[src/rtl/ex3_bcd_seq_decoder.sv]
`default_nettype none
// ============================================================================
// Module      : ex3_bcd_seq_decoder
// Description : Excess-3 to BCD decoder with sequence tracking. Decodes one
//               excess-3 digit per valid cycle, flags illegal codes, and
//               checks the stream against an ascending mod-10 count,
//               reporting lock, sequence breaks and 9->0 decade wraps.
// Revision    : 1.0 - initial release
// ============================================================================
module ex3_bcd_seq_decoder #(
  parameter int LOCK_CNT = 3,  // consecutive good steps needed to lock (1..15)
  parameter int CNT_W    = 8   // width of the wrap counter
) (
  input  logic             clk,
  input  logic             rst_n,
  input  logic             in_valid,
  input  logic             w,
  input  logic             x,
  input  logic             y,
  input  logic             z,
  output logic [3:0]       q,
  output logic             out_valid,
  output logic             code_err,
  output logic             seq_locked,
  output logic             seq_err,
  output logic [CNT_W-1:0] wrap_cnt
);

  localparam logic [3:0] C_LOCK_CNT = LOCK_CNT[3:0];

  typedef enum logic [0:0] {
    HUNT = 1'b0,
    LOCK = 1'b1
  } state_t;

  state_t           state_q, state_d;
  logic [3:0]       good_cnt_q, good_cnt_d;
  logic             have_prev_q, have_prev_d;
  logic [3:0]       prev_q, prev_d;
  logic [3:0]       q_q, q_d;
  logic             out_valid_q, out_valid_d;
  logic             code_err_q, code_err_d;
  logic             seq_err_q, seq_err_d;
  logic [CNT_W-1:0] wrap_cnt_q, wrap_cnt_d;

  logic [3:0] w_code;
  logic       w_legal;
  logic [3:0] w_digit;
  logic [3:0] w_expected;
  logic       w_match;
  logic [3:0] w_good_inc;
  logic       w_wrap_sat;

  // Decode the incoming code and compare it against the next expected digit
  always_comb begin
    w_code     = {w, x, y, z};
    w_legal    = (w_code >= 4'd3) && (w_code <= 4'd12);
    w_digit    = w_code - 4'd3;
    w_expected = (prev_q == 4'd9) ? 4'd0 : (prev_q + 4'd1);
    w_match    = (w_digit == w_expected);
    w_good_inc = good_cnt_q + 4'd1;
    w_wrap_sat = &wrap_cnt_q;
  end

  // Next-state and registered-output logic for the HUNT/LOCK tracker
  always_comb begin
    state_d     = state_q;
    good_cnt_d  = good_cnt_q;
    have_prev_d = have_prev_q;
    prev_d      = prev_q;
    q_d         = q_q;
    out_valid_d = 1'b0;
    code_err_d  = 1'b0;
    seq_err_d   = 1'b0;
    wrap_cnt_d  = wrap_cnt_q;

    if (in_valid) begin
      if (w_legal) begin
        q_d         = w_digit;
        out_valid_d = 1'b1;
      end else begin
        code_err_d  = 1'b1;
      end

      case (state_q)
        HUNT: begin
          if (w_legal) begin
            prev_d      = w_digit;
            have_prev_d = 1'b1;
            if (have_prev_q && w_match) begin
              good_cnt_d = w_good_inc;
              if (w_good_inc == C_LOCK_CNT) begin
                state_d = LOCK;
              end
            end else begin
              good_cnt_d = 4'd0;
            end
          end else begin
            good_cnt_d  = 4'd0;
            have_prev_d = 1'b0;
          end
        end

        LOCK: begin
          if (w_legal && w_match) begin
            prev_d = w_digit;
            // A decade rollover seen while locked; counter sticks at max
            if ((prev_q == 4'd9) && !w_wrap_sat) begin
              wrap_cnt_d = wrap_cnt_q + 1'b1;
            end
          end else if (w_legal) begin
            seq_err_d   = 1'b1;
            state_d     = HUNT;
            good_cnt_d  = 4'd0;
            prev_d      = w_digit;
            have_prev_d = 1'b1;
          end else begin
            seq_err_d   = 1'b1;
            state_d     = HUNT;
            good_cnt_d  = 4'd0;
            have_prev_d = 1'b0;
          end
        end

        default: begin
          state_d    = HUNT;
          good_cnt_d = 4'd0;
        end
      endcase
    end
  end

  // State and output registers with asynchronous clear
  always_ff @(posedge clk or negedge rst_n) begin
    if (!rst_n) begin
      state_q     <= HUNT;
      good_cnt_q  <= 4'd0;
      have_prev_q <= 1'b0;
      prev_q      <= 4'd0;
      q_q         <= 4'd0;
      out_valid_q <= 1'b0;
      code_err_q  <= 1'b0;
      seq_err_q   <= 1'b0;
      wrap_cnt_q  <= '0;
    end else begin
      state_q     <= state_d;
      good_cnt_q  <= good_cnt_d;
      have_prev_q <= have_prev_d;
      prev_q      <= prev_d;
      q_q         <= q_d;
      out_valid_q <= out_valid_d;
      code_err_q  <= code_err_d;
      seq_err_q   <= seq_err_d;
      wrap_cnt_q  <= wrap_cnt_d;
    end
  end

  assign q          = q_q;
  assign out_valid  = out_valid_q;
  assign code_err   = code_err_q;
  assign seq_locked = (state_q == LOCK);
  assign seq_err    = seq_err_q;
  assign wrap_cnt   = wrap_cnt_q;

endmodule
`default_nettype wire

[config.mk]
export PLATFORM = sky130hd
export DESIGN_NAME = ex3_bcd_seq_decoder
export DESIGN_NICKNAME = d
export VERILOG_FILES = /design/src/rtl/ex3_bcd_seq_decoder.sv
export SDC_FILE = /design/constraint.sdc
export NUM_CORES = 1
export LEC_CHECK = 0
export ABC_AREA = 1
export CORE_ASPECT_RATIO = 1.4
export CORE_UTILIZATION = 39
export CTS_BUF_LIST = sky130_fd_sc_hd__clkbuf_8
export DETAILED_ROUTE_END_ITERATION = 8
export RECOVER_POWER = 50
export SYNTH_ARGS = -nofsm -noshare
export SYNTH_HDL_FRONTEND = slang
export SYNTH_SLANG_ARGS = --single-unit
[constraint.sdc]
create_clock -name clk -period 3.3 [get_ports clk]
set_clock_uncertainty 0.1 [all_clocks]
set_input_delay 0.825 -clock clk [delete_from_list [all_inputs] [get_ports clk]]
set_output_delay 0.825 -clock clk [all_outputs]
set_load 0.05 [all_outputs]
==> results.yml <==
grt:
  use_met2: 0.3111
  grt_use_total: 0.1758
  grt.overflow.total: 0
  antenna_found_initial: 0
  grt_pass1_vias: 1200
  gr-usage-met1: 0.2021
  grt-busiest-layer: "met2"
  met3_usage: 0.02249
  grt_pass1_wl_um: 5071
  grt_max_degree: 26
finish:
  final_util: 0.5092
  syn2layout_area_growth_pct: 21.39
  nNetsFinal: 221
  antenna_cells: 0
  layout-drive-gt1-share: 0.1154
  fillCellCount: 353
  final_cells: 248
timing:
  hold_ws_ns: 0.3817
  fmax_ghz: 0.3754
  rsz0062_at_grt: "false"
  hold_violations: 0
  drv_slew: 0
  slew_headroom: 0.05375
  tns_ns: 0
  period_share: 0.8072
  worst_pin_slew_ns: 1.419
  fin_crit_ns: 2.664
  setup_viol: 0
drt:
  routed_wl_um: 2899
  wire_per_inst_um: 11.69
  avgViaCountPerCell: 4.887
  drc: 0
  firstDrtPassIters: 4
  vias: 1212
  drt_iter0_drc: 18
  drtAntennaViolNets: 0
die:
  core_um2: 3472
  die_w_um: 53.65
  dieArea_um2: 3986
  placementRows: 25
  initial_core_util: 0.4195
  die_h_um: 74.31
  design.portCount: 23
synthesis:
  yosysMostFrequentCell: "nand2_1"
  yosysTopAreaCell: "dfrtp_1"
  synth_area_per_cell_um2: 8.046
  synth_common_cells: "nand2_1, inv_1, dfrtp_1"
  synth-seq-area-share: 0.4296
  synth_edf_count: 0
  ys_warn_count: 0
  netlist_area_um2: 1456
  netlist_top_cells_area: "dfrtp_1, nand2_1, inv_1"
  synth-main-ff-cell: "dfrtp_1"
  synth_top_area_share: 0.4296
  async_flop_share: 1.000
  synth_cell_types: 21
  syn-num-nets: 193
  yosys_register_bits: 25
  synthCells: 181
placed_design:
  dp_hpwl_um: 2214
  routabilityCongestion: 0.8691
  io_buffers: 22
  dp_cells: 244
worst_hold_path:
  hold_class: "reg -> reg"
pwr:
  power_leakage_nw: 0.8959
  peakVddDrop_mv: 0.3448
  p_per_area_nw_per_um2: 409.8
cts:
  worstSkewPairLatency_ns: 0.27
  clkSlewWorstSetupHoldPaths_ns: 0.08
  cts_root_buffer: "clkbuf_8"
  cts.sinks: 25
  clk_path_buf_depth: 2
  postCtsSetupBuffers: 0
  h-tree-depth: 1
  cts_tree: "done"
  ctsHoldBuffers: 0
  numCtsBuffers: 3
  cts-resized-gates: 0
critical_path:
  cp.arrival_ns: 2.73
  cp.required_ns: 3.36
  cp_max_fo: 15
  path_class: "in -> reg"
  critPathCaptureType: "register"
  start_kind: "input port"
status:
  status: "finished clean"
job:
  cap_viol_max_count: 0
[path summary, 6_finish.rpt]
path                        startpoint                         end  slack [ns]  depth (start not counted)
setup / recovery                     z                 wrap_cnt[1]        0.64                         10
setup reg to reg           wrap_cnt[0]                 wrap_cnt[1]        1.47                          7
max in group asynchronous        rst_n  asynchronous set/reset pin        0.97                          2
min in group asynchronous        rst_n               good_cnt_q[3]        1.31                          2
hold / removal                    q[2]                        q[2]        0.38                          2
hold reg to reg                   q[2]                        q[2]        0.38                          2
[layout make-up]
| cell class | instances | area, um2 | share of cell area |
|---|---|---|---|
| Clock buffer | 3 | 41.29 | 0.02335 |
| Clock inverter | 1 | 3.754 | 0.002123 |
| Inverter | 31 | 116.4 | 0.06582 |
| Multi-Input combinational cell | 124 | 703.2 | 0.3977 |
| Sequential cell | 25 | 625.6 | 0.3539 |
| Tap cell | 40 | 50.05 | 0.02831 |
| Timing Repair Buffer | 24 | 227.7 | 0.1288 |
[routing by layer]
metal / routed length [um] / up-vias
met4: 59 / 0
met5: 0 / -
met2: 1494 / 22
li1: - / 620
met1: 1264 / 565
met3: 81 / 5
[cell families (layout without fill, tap and decap cells)]
| family | after synthesis | in the layout | share of synthesized area |
|---|---|---|---|
| simple gates | 98 | 98 | 0.3239 |
| buf+inv | 32 | 59 | 0.08763 |
| xor+xnor | 10 | 10 | 0.06013 |
| flops | 25 | 25 | 0.4296 |
| compound gates | 11 | 11 | 0.05584 |
| fa+ha+maj | 5 | 5 | 0.04296 |
[report_power, final]
part           leakage [nW]  switching [mW]  internal (mW)
sequential            0.331          0.0219          0.329
clock                0.0269          0.0958         0.0834
combinational         0.538           0.133         0.0620
total                 0.896           0.250          0.474
[metrics by stage]
step	setup WS, ns	power [mW]	area [um2]
after floorplan	1.205	0.4914	1456
after global placement	0.4612	0.5539	1730
after detailed placement	0.3996	0.5576	1730
after CTS	0.6972	0.7409	1775
after global routing	0.4553	0.7664	1768
final	0.6362	0.7246	1768
[layout by cell type (no fill, tap or decap), drive strengths merged]
master          n
nor2            7
and2            1
clkdlybuf4s50  15
o21ai          11
inv            32
clkbuf          5
dlygate4sd3     7
dfrtp          25
xor2            4
nand2          63
xnor2           6
ha              5
nand4          11
nor4            2
nor3            1
nand3          13
[worst max-delay path: stages]
cell           delay [ns]
dlygate4sd3_1        0.61
inv_1                0.08
ha_1                 0.34
inv_1                0.05
nand2_1              0.07
nand3_2              0.08
nor2_4               0.17
nand4_4              0.27
nand2_1              0.17
o21ai_2              0.06
No activity file was read; power rests on OpenSTA's default activity.
